### src/rtl/sc_csr_pkg.sv
// Shared constants for the machine-mode CSR / interrupt block: CSR addresses,
// mstatus field positions, the MEIP bit and the external-interrupt cause code.
package sc_csr_pkg;

  localparam logic [11:0] CSR_MSTATUS = 12'h300;
  localparam logic [11:0] CSR_MIE     = 12'h304;
  localparam logic [11:0] CSR_MTVEC   = 12'h305;
  localparam logic [11:0] CSR_MEPC    = 12'h341;
  localparam logic [11:0] CSR_MCAUSE  = 12'h342;
  localparam logic [11:0] CSR_MIP     = 12'h344;

  localparam int MSTATUS_MIE    = 3;
  localparam int MSTATUS_MPIE   = 7;
  localparam int MSTATUS_MPP_LO = 11;
  localparam int MEIP_BIT       = 11;

  localparam logic [31:0] INTR_CAUSE = 32'h8000_000B;

  // Trap vectors and return addresses are always word aligned.
  function automatic logic [31:0] word_align(input logic [31:0] v);
    return {v[31:2], 2'b00};
  endfunction

endpackage

### src/rtl/sc_intr_sync.sv
// Two-flop synchronizer for the raw external interrupt line, plus a third
// flop holding the previous synchronized value for rising-edge detection.
module sc_intr_sync (
  input  logic clk,
  input  logic reset,
  input  logic intr,
  output logic intr_synced,
  output logic intr_rise
);

  logic meta_q;
  logic sync_q;
  logic prev_q;

  always_ff @(posedge clk or posedge reset) begin
    if (reset) begin
      meta_q <= 1'b0;
      sync_q <= 1'b0;
      prev_q <= 1'b0;
    end else begin
      meta_q <= intr;
      sync_q <= meta_q;
      prev_q <= sync_q;
    end
  end

  assign intr_synced = sync_q;
  assign intr_rise   = sync_q & ~prev_q;

endmodule

### src/rtl/sc_csr_intr.sv
// Machine-mode trap CSRs (mstatus, mie, mip, mtvec, mepc, mcause) with an
// edge-triggered external interrupt pending bit fed from a synchronizer.
module sc_csr_intr
  import sc_csr_pkg::*;
#(
  parameter logic [31:0] MTVEC_RESET = 32'h0000_0008
) (
  input  logic        clk,
  input  logic        reset,
  input  logic        intr,
  output logic        intr_synced,
  input  logic        intr_ack,
  input  logic        exc,
  input  logic        mret,
  input  logic        wsta,
  input  logic        wcau,
  input  logic        wepc,
  input  logic        csr_rw,
  input  logic [11:0] csr_addr,
  input  logic [31:0] csr_wdata,
  input  logic [31:0] cause_in,
  input  logic [31:0] pc,
  output logic [31:0] mstatus,
  output logic [31:0] mie,
  output logic [31:0] mip,
  output logic [31:0] mepc,
  output logic [31:0] mcause,
  output logic [31:0] exc_base,
  output logic [31:0] csr_rdata
);

  logic        intr_rise;
  logic        st_mie_q;
  logic        st_mpie_q;
  logic [1:0]  st_mpp_q;
  logic        mie_meie_q;
  logic        meip_q;
  logic [31:0] mtvec_q;
  logic [31:0] mepc_q;
  logic [31:0] mcause_q;
  logic        csr_wr_ok;

  sc_intr_sync u_sync (
    .clk         (clk),
    .reset       (reset),
    .intr        (intr),
    .intr_synced (intr_synced),
    .intr_rise   (intr_rise)
  );

  // Traps and mret take priority over a plain CSR write in the same cycle.
  assign csr_wr_ok = csr_rw & ~exc & ~mret;

  always_ff @(posedge clk or posedge reset) begin
    if (reset) begin
      st_mie_q  <= 1'b0;
      st_mpie_q <= 1'b0;
      st_mpp_q  <= 2'b00;
    end else if (wsta) begin
      st_mpp_q <= 2'b11;
      if (exc) begin
        st_mpie_q <= st_mie_q;
        st_mie_q  <= 1'b0;
      end else if (mret) begin
        st_mie_q  <= st_mpie_q;
        st_mpie_q <= 1'b1;
      end else begin
        st_mie_q  <= csr_wdata[MSTATUS_MIE];
        st_mpie_q <= csr_wdata[MSTATUS_MPIE];
      end
    end
  end

  always_ff @(posedge clk or posedge reset) begin
    if (reset) begin
      mie_meie_q <= 1'b0;
    end else if (csr_wr_ok && csr_addr == CSR_MIE) begin
      mie_meie_q <= csr_wdata[MEIP_BIT];
    end
  end

  // A fresh edge beats a simultaneous acknowledge so no interrupt is lost.
  always_ff @(posedge clk or posedge reset) begin
    if (reset) begin
      meip_q <= 1'b0;
    end else if (intr_rise) begin
      meip_q <= 1'b1;
    end else if (intr_ack) begin
      meip_q <= 1'b0;
    end
  end

  always_ff @(posedge clk or posedge reset) begin
    if (reset) begin
      mtvec_q <= MTVEC_RESET;
    end else if (csr_wr_ok && csr_addr == CSR_MTVEC) begin
      mtvec_q <= word_align(csr_wdata);
    end
  end

  always_ff @(posedge clk or posedge reset) begin
    if (reset) begin
      mepc_q <= 32'h0;
    end else if (wepc) begin
      mepc_q <= exc ? word_align(pc) : word_align(csr_wdata);
    end
  end

  always_ff @(posedge clk or posedge reset) begin
    if (reset) begin
      mcause_q <= 32'h0;
    end else if (wcau) begin
      if (exc) begin
        mcause_q <= intr_ack ? INTR_CAUSE : cause_in;
      end else begin
        mcause_q <= csr_wdata;
      end
    end
  end

  assign mstatus  = {19'b0, st_mpp_q, 3'b0, st_mpie_q, 3'b0, st_mie_q, 3'b0};
  assign mie      = {20'b0, mie_meie_q, 11'b0};
  assign mip      = {20'b0, meip_q, 11'b0};
  assign mepc     = mepc_q;
  assign mcause   = mcause_q;
  assign exc_base = word_align(mtvec_q);

  always_comb begin
    csr_rdata = 32'h0;
    case (csr_addr)
      CSR_MSTATUS: csr_rdata = mstatus;
      CSR_MIE:     csr_rdata = mie;
      CSR_MTVEC:   csr_rdata = mtvec_q;
      CSR_MEPC:    csr_rdata = mepc_q;
      CSR_MCAUSE:  csr_rdata = mcause_q;
      CSR_MIP:     csr_rdata = mip;
      default:     csr_rdata = 32'h0;
    endcase
  end

endmodule

### config.mk
export PLATFORM = sky130hd
export DESIGN_NAME = sc_csr_intr
export DESIGN_NICKNAME = d
export VERILOG_FILES = /design/src/rtl/sc_csr_pkg.sv /design/src/rtl/sc_intr_sync.sv /design/src/rtl/sc_csr_intr.sv
export SDC_FILE = /design/constraint.sdc
export NUM_CORES = 1
export LEC_CHECK = 0
export CAP_MARGIN = 25
export CELL_PAD_IN_SITES_DETAIL_PLACEMENT = 0
export CELL_PAD_IN_SITES_GLOBAL_PLACEMENT = 2
export CORE_UTILIZATION = 21
export CTS_CLUSTER_SIZE = 20
export DETAILED_ROUTE_END_ITERATION = 7
export PLACE_DENSITY = 0.92
export SETUP_SLACK_MARGIN = 0.1
export SLEW_MARGIN = 10
export SYNTH_ARGS = -nofsm -noshare
export SYNTH_HDL_FRONTEND = slang
export SYNTH_SLANG_ARGS = --single-unit
### constraint.sdc
create_clock -name clk -period 4.24 [get_ports clk]
set_clock_uncertainty 0.15 [all_clocks]
set_input_delay 0.424 -clock clk [delete_from_list [all_inputs] [get_ports clk]]
set_output_delay 0.424 -clock clk [all_outputs]
set_load 0.03 [all_outputs]
==> impl_metrics.json <==
{
  "status": "completed",
  "grt_pass1_vias": 4908,
  "crit_buf_inv": 2,
  "cts.sinks": 100,
  "fin_nets": 961,
  "powerDensity_nw_per_um2": 310,
  "path_common_cell": "clkdlybuf4s50_1",
  "cts_made_buffers": 9,
  "path_cells": "clkdlybuf4s50_1 -> or3_1 -> nor4b_1 -> nand3_2 -> o21ai_0 -> clkdlybuf4s50_1",
  "die_height_microns": 167,
  "cpMaxStageDelayCell": "clkdlybuf4s50_1",
  "synth.distinct_cells": 37,
  "postSynthCellCount": 617,
  "hold_buffers": 0,
  "ys_warn_count": 0,
  "seq_power_share_pct": 41.4,
  "worst_ep_arrival_time_ns": 2.90,
  "cts_setup_buffers": 0,
  "place_hpwl_mm": 14.4,
  "synth_top_area_share_pct": 43.2,
  "antennaDiodeCount": 0,
  "clockBufferDepth": 2,
  "worst-path-max-fanout": 5,
  "multi_input_area_sq_um": 2560,
  "initial_core_util_pct": 21.3,
  "clk_pin_slew_ns": 0.08,
  "design.core.area_sq_um": 26900,
  "area_growth_pct": 46.9,
  "wl_per_cell_microns": 16.8,
  "holdWs_ns": 0.209,
  "syn_area_sq_um": 5730,
  "port_buffers": 246,
  "min_from": "u_sync.meta_q$_DFF_PP0_",
  "drt_first_pass_iters": 4,
  "grt_remaining_overflow": 0,
  "ys_seq_area_share_pct": 43.7,
  "slew_viol_final": 0,
  "h-tree-depth": 3,
  "whs_endpoint": "u_sync.intr_synced$_DFF_PP0_",
  "syn_area_per_cell_sq_um": 9.29,
  "drc": 0,
  "r2r-end": "st_mie_q$_DFFE_PP0P_",
  "routed_wl_mm": 20.0,
  "postRouteAntennaNets": 0,
  "fmax_mhz": 288,
  "drtIter0Drc": 321,
  "reg2regPathDepth": 3,
  "period_share_pct": 82.0,
  "clk-insertion-delay-late_ns": 0.35,
  "fill_cells": 2774,
  "finalHoldViolCount": 0,
  "grt_max_degree": 69,
  "final_common_cell": "clkdlybuf4s50_1",
  "cts_repair_resize_count": 0,
  "grt_use_total_pct": 14.3,
  "swShare_pct": 34.8,
  "synth-seq-cells": 100,
  "ir_drop_uv": 185,
  "relSlewSlack_pct": 35.0,
  "post-route-min-period_ns": 3.48,
  "hold_class": "register to register",
  "p_sw_w": 0.000909,
  "die_area_sq_um": 28000,
  "leakagePower_nw": 3.72,
  "power.share.clock_pct": 32.3,
  "rr_startpoint": "st_mpie_q$_DFFE_PP0P_",
  "place.gp.congestion": 0.810,
  "die_w_microns": 167,
  "crit_path_start_kind": "primary input",
  "combPwrFrac_pct": 26.3,
  "critPathMaxStageDelay_ns": 0.71,
  "vias": 4989,
  "crit_family": "simple AND/OR/NAND/NOR gates",
  "required_ns": 3.67,
  "seq_area_sq_um": 2500,
  "cts-root-buf": "clkbuf_16",
  "grt_pass1_wl_mm": 30.2,
  "synthTopCellsByArea": "dfrtp_1, buf_4, a21oi_1, mux2_4, nor2_1",
  "p_int_w": 0.00170,
  "cts_tree": "yes",
  "num_rows": 60,
  "pin_count": 343,
  "grt_antenna_before_repair": 0,
  "vias_per_cell": 4.20,
  "setup_viol": 0,
  "end_kind": "output pin",
  "critPathKind": "primary input to output pin",
  "r2r_slack_ns": 3.08,
  "max_cap_violations": 0,
  "rsz0062_at_grt": "no",
  "hold_depth": 0,
  "tightest_slew_ns": 0.972,
  "fin_setup_tns_ns": 0,
  "drive_gt1_share_pct": 11.9,
  "final_cell_mix": "clkdlybuf4s50_1, a21oi_1, dfrtp_1",
  "synth_top_cell_by_area": "dfrtp_1"
}
==> flip-flops by register name, indices dropped and copies added (netlist names) <==
name                count
mepc                   30
st_mpie_q               1
u_sync.meta_q           1
meip_q                  1
u_sync.prev_q           1
mtvec_q                30
mie_meie_q              1
u_sync.intr_synced      1
st_mie_q                1
st_mpp_q                1
mcause                 32
==> cell families (layout without fill, tap and decap cells) <==
logic type | after synthesis | count (layout) | share of synthesized area (%)
AO/OA/AOI/OAI | 187 | 187 | 18.1
buffers and inverters | 170 | 308 | 18.1
AND/OR/NAND/NOR | 122 | 122 | 11.0
multiplexers | 37 | 37 | 9.15
other | 1 | 94 | 0.0654
flip-flops | 100 | 100 | 43.7
==> stage by stage <==
stage | util [%] | cell area (sq um) | setup slack, ns | power [W] | instances
after floorplan | - | 6080 | 1.05 | 0.00155 | 710
after global placement | 30.2 | 8130 | 0.696 | 0.00179 | 1173
after detailed placement | 30.2 | 8130 | 0.729 | 0.00179 | 1173
after CTS | 31.3 | 8420 | 0.717 | 0.00265 | 1189
after global routing | 31.3 | 8420 | 0.571 | 0.00274 | 1189
final | 31.3 | 8420 | 0.765 | 0.00261 | 1189
==> cell usage after synthesis <==
cell,instances
buf_1,5
nand3b_1,4
nand2b_1,5
nor4_4,1
buf_4,99
mux2i_1,4
nor4b_1,1
buf_6,3
buf_2,3
conb_1,1
dfstp_2,1
or3_1,4
a2bb2oi_1,1
a211oi_1,1
o22ai_1,1
a221o_1,1
or2_2,1
a31oi_1,1
o21bai_1,1
nor4_1,2
mux2_2,3
nand4bb_1,2
a21oi_1,118
o221ai_1,5
nand2_1,3
o21ai_0,32
nor2_1,64
nand3_1,1
mux2_4,30
inv_1,33
and3_1,2
nor3b_1,1
dfrtp_1,99
nand2_2,1
clkbuf_1,27
nor2b_1,30
a22oi_1,26
==> power groups by stage <==
stage               clock, W  sequential (W)  combinational, W
global route        0.000910         0.00109          0.000734
finish              0.000842         0.00108          0.000687
floorplan                  0         0.00121          0.000334
CTS                 0.000880         0.00108          0.000693
detailed placement         0         0.00110          0.000691
global placement           0         0.00110          0.000689
==> worst max path at each step <==
| stage | from | to | slack, ns | cells after the start |
|---|---|---|---|---|
| global route | csr_addr[0] | csr_rdata[15] | 0.57 | 6 |
| global placement | csr_addr[5] | csr_rdata[15] | 0.70 | 6 |
| CTS | csr_addr[5] | csr_rdata[15] | 0.72 | 6 |
| detailed placement | csr_addr[5] | csr_rdata[15] | 0.73 | 6 |
| finish | csr_addr[5] | csr_rdata[15] | 0.76 | 6 |
| floorplan | reset | mcause[0]$_DFFE_PP0P_ | 1.05 | 1 |
==> cell type report <==
type / count / area share [%]
Clock buffer: 9 / 2.67
Clock inverter: 7 / 0.788
Inverter: 33 / 1.50
Multi-Input combinational cell: 440 / 30.4
Sequential cell: 100 / 29.7
Tap cell: 341 / 5.07
Timing Repair Buffer: 259 / 29.8
==> routing by layer <==
metal	vias up	part of all wire (%)	global-route usage, %
met5	-	0	0
met2	203	49	24.3
met1	2401	44	18.2
met4	0	1.5	4.55
met3	18	5.2	2.69
li1	2367	-	-
No activity file was read; power rests on OpenSTA's default activity.
